File: src/rtl/garbled_and_eval_pkg.sv
// Shared widths, state encoding and gate-type constants for the garbled-gate evaluator
// and the top-level controller that drives it.
package garbled_and_eval_pkg;

    localparam int unsigned LABEL_W = 128;
    localparam int unsigned N_CTXT  = 4;
    localparam int unsigned IDX_W   = $clog2(N_CTXT);

    // Gate-type codes; the top-level FSM must use the same values
    localparam logic [1:0] AND_GATE = 2'd0;
    localparam logic [1:0] XOR_GATE = 2'd1;
    localparam logic [1:0] BUF_GATE = 2'd2;

    typedef logic [LABEL_W-1:0] label_t;
    typedef logic [IDX_W-1:0]   idx_t;

    typedef enum logic [1:0] {
        IDLE      = 2'd0,
        AES_WAIT  = 2'd1,
        CTXT_WAIT = 2'd2
    } eval_state_e;

    // One ciphertext row as streamed out of the gate deserializer
    typedef struct packed {
        idx_t   idx;
        label_t data;
    } ctxt_row_t;

endpackage

File: src/rtl/garbled_and_eval_if.sv
// Signal bundle between the evaluator, the top-level controller/deserializer and the aes core.
interface garbled_and_eval_if;
    import garbled_and_eval_pkg::*;

    logic   start;
    label_t label_in;
    idx_t   ctxt_point;
    label_t ctxt_in;
    idx_t   ctxt_idx;
    logic   ctxt_strobe;
    logic   gate_id_strobe;
    logic   aes_start;
    label_t aes_state_init;
    logic   aes_done;
    label_t aes_out;
    label_t label_out;
    logic   done;
    logic   busy;
    logic   error;
    logic   clear_error;

    modport master (
        output start, label_in, ctxt_point, ctxt_in, ctxt_idx, ctxt_strobe,
               gate_id_strobe, aes_done, aes_out, clear_error,
        input  aes_start, aes_state_init, label_out, done, busy, error
    );

    modport slave (
        input  start, label_in, ctxt_point, ctxt_in, ctxt_idx, ctxt_strobe,
               gate_id_strobe, aes_done, aes_out, clear_error,
        output aes_start, aes_state_init, label_out, done, busy, error
    );

endinterface

File: src/rtl/garbled_and_eval_ctxt_row_buffer.sv
// Per-gate ciphertext row store: write port, valid bits cleared at end of gate record,
// and a read mux that forwards a same-cycle write to the selected row.
module garbled_and_eval_ctxt_row_buffer
    import garbled_and_eval_pkg::*;
(
    input  logic      clk,
    input  logic      rst,
    input  logic      wr_en,
    input  ctxt_row_t wr_row,
    input  logic      clr,
    input  idx_t      rd_idx,
    output logic      rd_hit_c,
    output label_t    rd_data_c,
    output logic      overwrite_c
);

    label_t            rows [N_CTXT];
    logic [N_CTXT-1:0] valid;

    // A write in the same cycle as a clear keeps its entry valid
    always_ff @(posedge clk) begin
        if (rst) begin
            valid <= '0;
        end else begin
            if (clr) begin
                valid <= '0;
            end
            if (wr_en) begin
                valid[wr_row.idx] <= 1'b1;
            end
        end
    end

    always_ff @(posedge clk) begin
        if (wr_en) begin
            rows[wr_row.idx] <= wr_row.data;
        end
    end

    always_comb begin
        rd_hit_c    = valid[rd_idx];
        rd_data_c   = rows[rd_idx];
        overwrite_c = wr_en && valid[wr_row.idx];
        if (wr_en && (wr_row.idx == rd_idx)) begin
            rd_hit_c  = 1'b1;
            rd_data_c = wr_row.data;
        end
    end

endmodule

File: src/rtl/garbled_and_eval.sv
// Garbled AND gate evaluation: encrypt the input label, then XOR the result with the
// ciphertext row chosen by the point-and-permute bits to produce the output label.
module garbled_and_eval
    import garbled_and_eval_pkg::*;
(
    input logic               clk,
    input logic               rst,
    garbled_and_eval_if.slave bus
);

    eval_state_e state;
    idx_t        point;
    label_t      aes_lat;
    label_t      aes_state_init_q;
    label_t      label_out_q;
    logic        aes_start_q;
    logic        done_q;
    logic        busy_q;
    logic        error_q;

    logic      rd_hit_c;
    label_t    rd_data_c;
    logic      overwrite_c;
    ctxt_row_t wr_row_c;
    logic      row_match_c;
    logic      err_set_c;

    assign wr_row_c    = '{idx: bus.ctxt_idx, data: bus.ctxt_in};
    assign row_match_c = bus.ctxt_strobe && (bus.ctxt_idx == point);
    assign err_set_c   = overwrite_c
                       || (bus.start          && (state != IDLE))
                       || (bus.gate_id_strobe && (state != IDLE));

    garbled_and_eval_ctxt_row_buffer u_row_buf (
        .clk         (clk),
        .rst         (rst),
        .wr_en       (bus.ctxt_strobe),
        .wr_row      (wr_row_c),
        .clr         (bus.gate_id_strobe),
        .rd_idx      (point),
        .rd_hit_c    (rd_hit_c),
        .rd_data_c   (rd_data_c),
        .overwrite_c (overwrite_c)
    );

    // Evaluation FSM; aes_done outside AES_WAIT is silently dropped
    always_ff @(posedge clk) begin
        if (rst) begin
            state            <= IDLE;
            point            <= '0;
            aes_lat          <= '0;
            aes_state_init_q <= '0;
            label_out_q      <= '0;
            aes_start_q      <= 1'b0;
            done_q           <= 1'b0;
            busy_q           <= 1'b0;
        end else begin
            aes_start_q <= 1'b0;
            done_q      <= 1'b0;
            case (state)
                IDLE: begin
                    if (bus.start) begin
                        aes_state_init_q <= bus.label_in;
                        point            <= bus.ctxt_point;
                        aes_start_q      <= 1'b1;
                        busy_q           <= 1'b1;
                        state            <= AES_WAIT;
                    end
                end
                AES_WAIT: begin
                    if (bus.aes_done) begin
                        if (rd_hit_c) begin
                            label_out_q <= bus.aes_out ^ rd_data_c;
                            done_q      <= 1'b1;
                            busy_q      <= 1'b0;
                            state       <= IDLE;
                        end else begin
                            aes_lat <= bus.aes_out;
                            state   <= CTXT_WAIT;
                        end
                    end
                end
                CTXT_WAIT: begin
                    if (row_match_c) begin
                        label_out_q <= aes_lat ^ bus.ctxt_in;
                        done_q      <= 1'b1;
                        busy_q      <= 1'b0;
                        state       <= IDLE;
                    end
                end
                default: begin
                    busy_q <= 1'b0;
                    state  <= IDLE;
                end
            endcase
        end
    end

    // Sticky protocol error; a new error event beats a same-cycle clear
    always_ff @(posedge clk) begin
        if (rst) begin
            error_q <= 1'b0;
        end else if (err_set_c) begin
            error_q <= 1'b1;
        end else if (bus.clear_error) begin
            error_q <= 1'b0;
        end
    end

    assign bus.aes_start      = aes_start_q;
    assign bus.aes_state_init = aes_state_init_q;
    assign bus.label_out      = label_out_q;
    assign bus.done           = done_q;
    assign bus.busy           = busy_q;
    assign bus.error          = error_q;

endmodule

File: src/flat_wrapper.sv
// flat-port wrapper written by rule: the top's interface ports become plain ports
module garbled_and_eval_flat import garbled_and_eval_pkg::*;
  (clk, rst, bus_start, bus_label_in, bus_ctxt_point, bus_ctxt_in, bus_ctxt_idx, bus_ctxt_strobe, bus_gate_id_strobe, bus_aes_done, bus_aes_out, bus_clear_error, bus_aes_start, bus_aes_state_init, bus_label_out, bus_done, bus_busy, bus_error);
  garbled_and_eval_if bus_i ();
  input logic clk;
  input logic rst;
  input wire logic [$bits(bus_i.start)-1:0] bus_start;
  input wire logic [$bits(bus_i.label_in)-1:0] bus_label_in;
  input wire logic [$bits(bus_i.ctxt_point)-1:0] bus_ctxt_point;
  input wire logic [$bits(bus_i.ctxt_in)-1:0] bus_ctxt_in;
  input wire logic [$bits(bus_i.ctxt_idx)-1:0] bus_ctxt_idx;
  input wire logic [$bits(bus_i.ctxt_strobe)-1:0] bus_ctxt_strobe;
  input wire logic [$bits(bus_i.gate_id_strobe)-1:0] bus_gate_id_strobe;
  input wire logic [$bits(bus_i.aes_done)-1:0] bus_aes_done;
  input wire logic [$bits(bus_i.aes_out)-1:0] bus_aes_out;
  input wire logic [$bits(bus_i.clear_error)-1:0] bus_clear_error;
  output wire logic [$bits(bus_i.aes_start)-1:0] bus_aes_start;
  output wire logic [$bits(bus_i.aes_state_init)-1:0] bus_aes_state_init;
  output wire logic [$bits(bus_i.label_out)-1:0] bus_label_out;
  output wire logic [$bits(bus_i.done)-1:0] bus_done;
  output wire logic [$bits(bus_i.busy)-1:0] bus_busy;
  output wire logic [$bits(bus_i.error)-1:0] bus_error;
  assign bus_i.start = bus_start;
  assign bus_i.label_in = bus_label_in;
  assign bus_i.ctxt_point = bus_ctxt_point;
  assign bus_i.ctxt_in = bus_ctxt_in;
  assign bus_i.ctxt_idx = bus_ctxt_idx;
  assign bus_i.ctxt_strobe = bus_ctxt_strobe;
  assign bus_i.gate_id_strobe = bus_gate_id_strobe;
  assign bus_i.aes_done = bus_aes_done;
  assign bus_i.aes_out = bus_aes_out;
  assign bus_i.clear_error = bus_clear_error;
  assign bus_aes_start = bus_i.aes_start;
  assign bus_aes_state_init = bus_i.aes_state_init;
  assign bus_label_out = bus_i.label_out;
  assign bus_done = bus_i.done;
  assign bus_busy = bus_i.busy;
  assign bus_error = bus_i.error;
  garbled_and_eval u_core (.clk(clk), .rst(rst), .bus(bus_i));
endmodule
File: config.mk
export PLATFORM = sky130hd
export DESIGN_NAME = garbled_and_eval_flat
export DESIGN_NICKNAME = d
export VERILOG_FILES = /design/src/rtl/garbled_and_eval_pkg.sv /design/src/rtl/garbled_and_eval_if.sv /design/src/rtl/garbled_and_eval_ctxt_row_buffer.sv /design/src/rtl/garbled_and_eval.sv /design/src/flat_wrapper.sv
export SDC_FILE = /design/constraint.sdc
export NUM_CORES = 2
export LEC_CHECK = 0
export CAP_MARGIN = 40
export CORE_MARGIN = 1
export CORE_UTILIZATION = 49
export CTS_BUF_LIST = sky130_fd_sc_hd__clkbuf_2 sky130_fd_sc_hd__clkbuf_4 sky130_fd_sc_hd__clkbuf_8
export DETAILED_ROUTE_END_ITERATION = 8
export HOLD_SLACK_MARGIN = 0.06
export PLACE_DENSITY = 0.81
export SYNTH_ARGS = -nofsm -noshare
export SYNTH_HDL_FRONTEND = slang
export SYNTH_SLANG_ARGS = --single-unit
File: constraint.sdc
create_clock -name clk -period 11.37 [get_ports clk]
set_clock_uncertainty 0.1 [all_clocks]
set_input_delay 1.137 -clock clk [delete_from_list [all_inputs] [get_ports clk]]
set_output_delay 1.137 -clock clk [all_outputs]
set_load 0.03 [all_outputs]
Yosys cells after proc, flatten, opt, wreduce, memory -nomap -nowiden --
Memories as Yosys holds them, arrays and structs flattened. A register that Yosys moved wholly into a read port is not among the register bits. Index checks and enable logic that the tools add are counted.
Storage, ports and cells: register bits 396, bits in latches 0, bits in writable memories 512, memory bits (read-only) 0, input port bits 395, output and inout bits 260, word-level logic and storage cells 79, memories 1
Cells by class: add/subtract/negate cells 0, multiply operators 0, div/mod/pow operators 0, order comparisons 3, equal/unequal tests 7, shift-type cells 0, mux-type cells 36, bitwise operators 5, reductions and logical operators 17
Memory list:
- u_core.u_row_buf.rows | depth 4, bits a word 128, rd ports 1, clocked after memory_dff 1, write ports 1, line garbled_and_eval_ctxt_row_buffer.sv:17 | label_t rows [N_CTXT];
Operator list (count):
- 128-bit two-way mux | 4
- 128-bit one-hot mux with 2 select lines | 1
- 128-bit bitwise XOR | 2
- 1-bit two-way mux | 16
- 2-bit two-way mux | 6
- 4-bit two-way mux | 3
- 4-bit AND reduction | 2
- 2-bit by 3-bit < comparator with 1-bit output, second input constant | 2
- 2-bit one-hot mux with 3 select lines | 1
- 3-bit AND reduction | 2
- 2-bit nonzero test | 3
- 1-bit logical AND | 5
- 1-bit binary-select mux with 2-bit select | 2
- 2-bit by 1-bit != test with 1-bit output, second input constant | 2
- 2-bit != test, second input constant | 2
- 4-bit bitwise OR | 1
- 1-bit one-hot mux with 3 select lines | 1
- 1-bit demux with 2-bit select | 1
- 2-bit by 1-bit == test with 1-bit output, second input constant | 1
- 2-bit == test | 1
- 2-bit == test, second input constant | 1
- 2-bit by 1-bit greater-or-equal comparator with 1-bit output, second input constant | 1
- 2-bit logical NOT | 1
- 1-bit logical OR | 2
- 4 further kinds | 5

Longest topological paths before layout --
word-level depth 7, gate-level depth with buffers 10, gate-level depth less buffers 7

Hierarchy --
Synthesis repeated with hierarchy kept, for this count alone.
Unflattened totals: cell total of the unflattened synthesis 3139, area, all modules 38396.8 µm²
By module, submodules not included:
- garbled_and_eval_ctxt_row_buffer | times used 1, cells an instance 838, area each 20340.8 µm², seq. area each 15454.8 µm²
- garbled_and_eval | times used 1, cells an instance 2301, area each 18056.1 µm², seq. area each 7847.5 µm²

Worst setup path after synthesis --
Ideal clock, no wire load.
path kind input to register, from input bus_ctxt_strobe, to memory u_core.u_row_buf.rows[0][0] (netlist name), enable pin, setup time 0.803 ns, arrival 10.723 ns, required time 10.467 ns, path slack -0.256 ns, cell stages on the path 2, buffers on the path 1, path through clkbuf_1 -> nor3b_1
On the way: word-level cells in the longest chain between the ends 2
RTL lines:
- start, declared | line flat_wrapper.sv:12 | input wire logic [$bits(bus_i.ctxt_strobe)-1:0] bus_ctxt_strobe;
- 1-bit two-way mux | line garbled_and_eval_ctxt_row_buffer.sv:35 | if (wr_en) begin
- 1-bit two-way mux (not written as such) | line garbled_and_eval_ctxt_row_buffer.sv:36 | rows[wr_row.idx] <= wr_row.data;
- end, declared | line garbled_and_eval_ctxt_row_buffer.sv:17
No other way between the ends.

Final worst setup path --
from input bus_ctxt_idx[0], to register u_core.label_out_q[81], in the netlist u_core.bus.label_out[81]
On the way: word-level cells in the longest chain between the ends 7, elaborated cells between the ends (all ways) 11, those cells by class 3 x eq/ne; 5 x mux; 1 x bitwise; 2 x reduce/logical
RTL lines:
- start, declared | line flat_wrapper.sv:11 | input wire logic [$bits(bus_i.ctxt_idx)-1:0] bus_ctxt_idx;
- 2-bit == test (*) | line garbled_and_eval_ctxt_row_buffer.sv:44, garbled_and_eval.sv:29
- 1-bit logical AND (*) | line garbled_and_eval_ctxt_row_buffer.sv:44, garbled_and_eval.sv:29
- 128-bit two-way mux | line garbled_and_eval_ctxt_row_buffer.sv:44 | if (wr_en && (wr_row.idx == rd_idx)) begin
- 128-bit bitwise XOR | line garbled_and_eval.sv:73 | label_out_q <= bus.aes_out ^ rd_data_c;
- 128-bit two-way mux | line garbled_and_eval.sv:72 | if (rd_hit_c) begin
- 128-bit two-way mux | line garbled_and_eval.sv:71 | if (bus.aes_done) begin
- 128-bit one-hot mux with 2 select lines | line garbled_and_eval.sv:60 | case (state)
- end signal, assigned | line garbled_and_eval.sv:73
- end signal, assigned | line garbled_and_eval.sv:85 | label_out_q <= aes_lat ^ bus.ctxt_in;
- end, declared | line garbled_and_eval.sv:15 | label_t label_out_q;
Every way passes the cells marked *; elsewhere a longest branch is shown, timed or not. The select of a mux whose other input is x is not followed. A chain may end at the register's enable or synchronous reset.

==> out/results.tsv <==
metric	value	unit
r2r setup slk	7.20	ns
Hold Path Class	reg2reg	
syn nets	3246	
WHS Path Cells	2	
Tot GR Track Use	0.267	
crit path time final	4.19	ns
Worst path slowest cell	clkdlybuf4s50_1	
crit-path cells	clkdlybuf4s50_1 -> xnor2_4 -> and3_1 -> o2bb2ai_4 -> buf_4 -> or3_4 -> buf_4 -> o221ai_1	
Syn. warnings	0	
Worst Path Buf+Inv	3	
drt wl/cell	22.5	µm
DR DRC count	0	
routability congestion estimate	0.883	
hold_buf cts	0	
commonest cells after routing, fill and taps aside	clkdlybuf4s50_1 (653), nand2_1 (647), edfxtp_1 (512)	
share of cells above drive strength 1	0.137	
Worst setup EP type	flip-flop	
Post-synth EDFFs	512	
I/O Buffers	654	
clk slew on worst S/H paths	0.06	ns
period utilization	0.369	
slowest stage delay, CP	0.80	ns
Sum Neg Setup Slack	0	ns
worst path required time	11.88	ns
Core ar.	74600	µm²
Worst slew margin	0.400	
die area	76700	µm²
placed insts	4317	
Fillers	5460	
Final Max Tran Viols	0	
via/cell ratio	5.62	
total grt overflow	0	
Startpoint Class	primary input	
ANT nets after route	0	
final wirelength	104000	µm
total CTS buffers	148	
FMAX	239	MHz
status	finished clean	
VDD IR max	0.000180	V
Seq/Total Area, Yosys	0.630	
Top delay family on crit path	buffers and inverters	
PostCTS Resize Cnt	0	
Pwr per Cell Area	177	nW/µm²
Worst Tran Pin Value	0.901	ns
Worst Path Arrival	4.70	ns
H-tree lvl count	4	
Overall Power	8.41	mW
Syn Inst Count	2848	
die height	277	µm
post-synthesis sequential element count	910	
RSZ-0062 raised after global routing	false	
Initial Util	0.497	
Critical R2R Launch	u_core.state[0]	
IO Pins	655	
hold endpoint	u_core.bus.aes_state_init[49]	
DR pass1 iterations	6	
final cell count without fillers	4602	
Reg2Reg Capture Point	u_core.bus.label_out[81]	
mapped cell area	37100	µm²
critical path's most frequent cell	buf_4	
clk root buf	clkbuf_8	
Hold Vio Cnt, Final	0	
Die Wd	277	µm
first-pass GRT wire length	156000	µm
Max-cap violations	0	
Leakage Power	17.1	nW
row cnt	100	
asr flop ratio synth	0	
Syn-to-layout area delta	28.6	%
clock sinks	910	
CTS Buffer Depth	3	
largest net degree at the start of global routing	95	
dpl hpwl	64900	µm
most common cell after layout, fill and taps aside	clkdlybuf4s50_1	
main flop type after synthesis	edfxtp_1	
Final nets	3896	
Layout Utilization	0.639	
crit path kind	in2reg	
hold path start	u_core.bus.aes_state_init[49]	
worst r2r path cells	10	
Crit Path Max Fanout	56	
endpoints failing setup	0	
initial antenna violation count	19	
Critical path origin	bus_ctxt_idx[0]	
routed vias	25900	
vias in the first global route	26400	
number of distinct library cells after synthesis	40	
average size of a mapped cell	13.0	µm²
Iteration-0 DRC Markers	1924	
setup repair bufs after CTS	0	
CTS tree	yes	
Skew-Pair Late Insertion Delay	0.78	ns
==> synth_stat cells (2+ instances only) <==
master / instances / area, µm²
nor2_1: 8 / 30.0
and3_1: 3 / 18.8
or2_1: 2 / 12.5
dfxtp_1: 398 / 7970
nor2b_1: 2 / 12.5
buf_2: 53 / 265
buf_6: 9 / 101
o221ai_2: 46 / 691
a21oi_1: 267 / 1340
clkbuf_1: 100 / 375
o21ai_0: 2 / 10.0
buf_4: 34 / 255
edfxtp_1: 512 / 15400
xor2_1: 256 / 2240
o221ai_1: 82 / 718
mux4_2: 130 / 2930
o22ai_1: 2 / 12.5
buf_1: 2 / 7.51
nand2_1: 648 / 2430
a31oi_1: 2 / 12.5
buf_8: 5 / 75.1
nand3_1: 130 / 651
ha_1: 3 / 37.5
mux2i_1: 130 / 1300
inv_1: 6 / 22.5
nand2b_1: 2 / 12.5
==> per-layer routing <==
metal / share of wire / vias up / GRT usage
li1: - / 11700 / -
met1: 0.38 / 12700 / 0.325
met2: 0.49 / 1165 / 0.438
met3: 0.081 / 262 / 0.0695
met4: 0.047 / 12 / 0.138
met5: 0.00075 / - / 0
==> cell type report <==
| type | instances | area, µm² | area share |
|---|---|---|---|
| sequential | 910 | 23300 | 0.490 |
| multi-input combinational | 1729 | 12700 | 0.267 |
| timing repair buffer | 703 | 7240 | 0.152 |
| clock buffer | 219 | 2650 | 0.0555 |
| tap | 969 | 1210 | 0.0254 |
| clock inverter | 53 | 443 | 0.00929 |
| antenna | 13 | 32.5 | 0.000683 |
| inverter | 6 | 25.0 | 0.000525 |
==> state kept, by name, indices dropped and copies added, names as in the netlist, named ones only <==
signal,cells
u_core.aes_lat,128
u_core.state,2
u_core.bus.aes_start,1
u_core.bus.error,1
u_core.point,2
u_core.u_row_buf.valid,4
u_core.bus.done,1
u_core.bus.label_out,128
u_core.bus.busy,1
u_core.bus.aes_state_init,128
u_core.u_row_buf.rows,512
==> where the power goes <==
group | internal (mW) | switching, mW
Combinational | 0.684 | 0.977
Clock | 1.60 | 1.33
Sequential | 3.71 | 0.111
==> how the worst max path moves through the flow <==
| stage | endpoint | slack [ns] | cells after the start |
|---|---|---|---|
| finish | u_core.bus.label_out[81] | 7.18 | 8 |
| CTS | u_core.bus.label_out[81] | 7.21 | 10 |
| global route | u_core.bus.label_out[81] | 7.04 | 10 |
| global placement | u_core.bus.label_out[55] | 6.43 | 8 |
| detailed placement | u_core.bus.label_out[81] | 6.41 | 8 |
| floorplan | u_core.u_row_buf.rows[2][0] | 3.86 | 3 |
==> logic make-up (layout without fill, tap and decap cells) <==
logic type,Yosys count,in the layout,share of synthesized area
DFF,910,910,0.630
other,0,13,0
AOI/OAI and AO/OA,405,405,0.0762
adders and majority gates,3,3,0.00101
muxes,260,260,0.114
xor gates and xnor gates,258,258,0.0617
buffers and inverters,209,981,0.0298
and+or+nand+nor,803,803,0.0872
==> worst reg2reg max path: stages (launching register included) <==
cell	delay, ns
dfxtp_1	0.37
inv_1	0.10
ha_4	0.28
buf_4	0.37
nor2b_1	0.26
nand4_1	0.15
o2bb2ai_4	0.12
buf_4	0.61
or3_4	0.58
buf_4	0.77
o221ai_1	0.30
==> stage by stage <==
step	area (µm²)	hold slack (ns)	setup slack, ns
2_1_floorplan	37100	0.348	3.86
3_3_place_gp	44100	0.340	6.43
3_5_place_dp	44500	0.346	6.41
4_1_cts	47600	0.353	7.21
5_1_grt	47700	0.366	7.04
6_report	47700	0.352	7.18
Note: power is estimated with default switching activity, not from simulation.
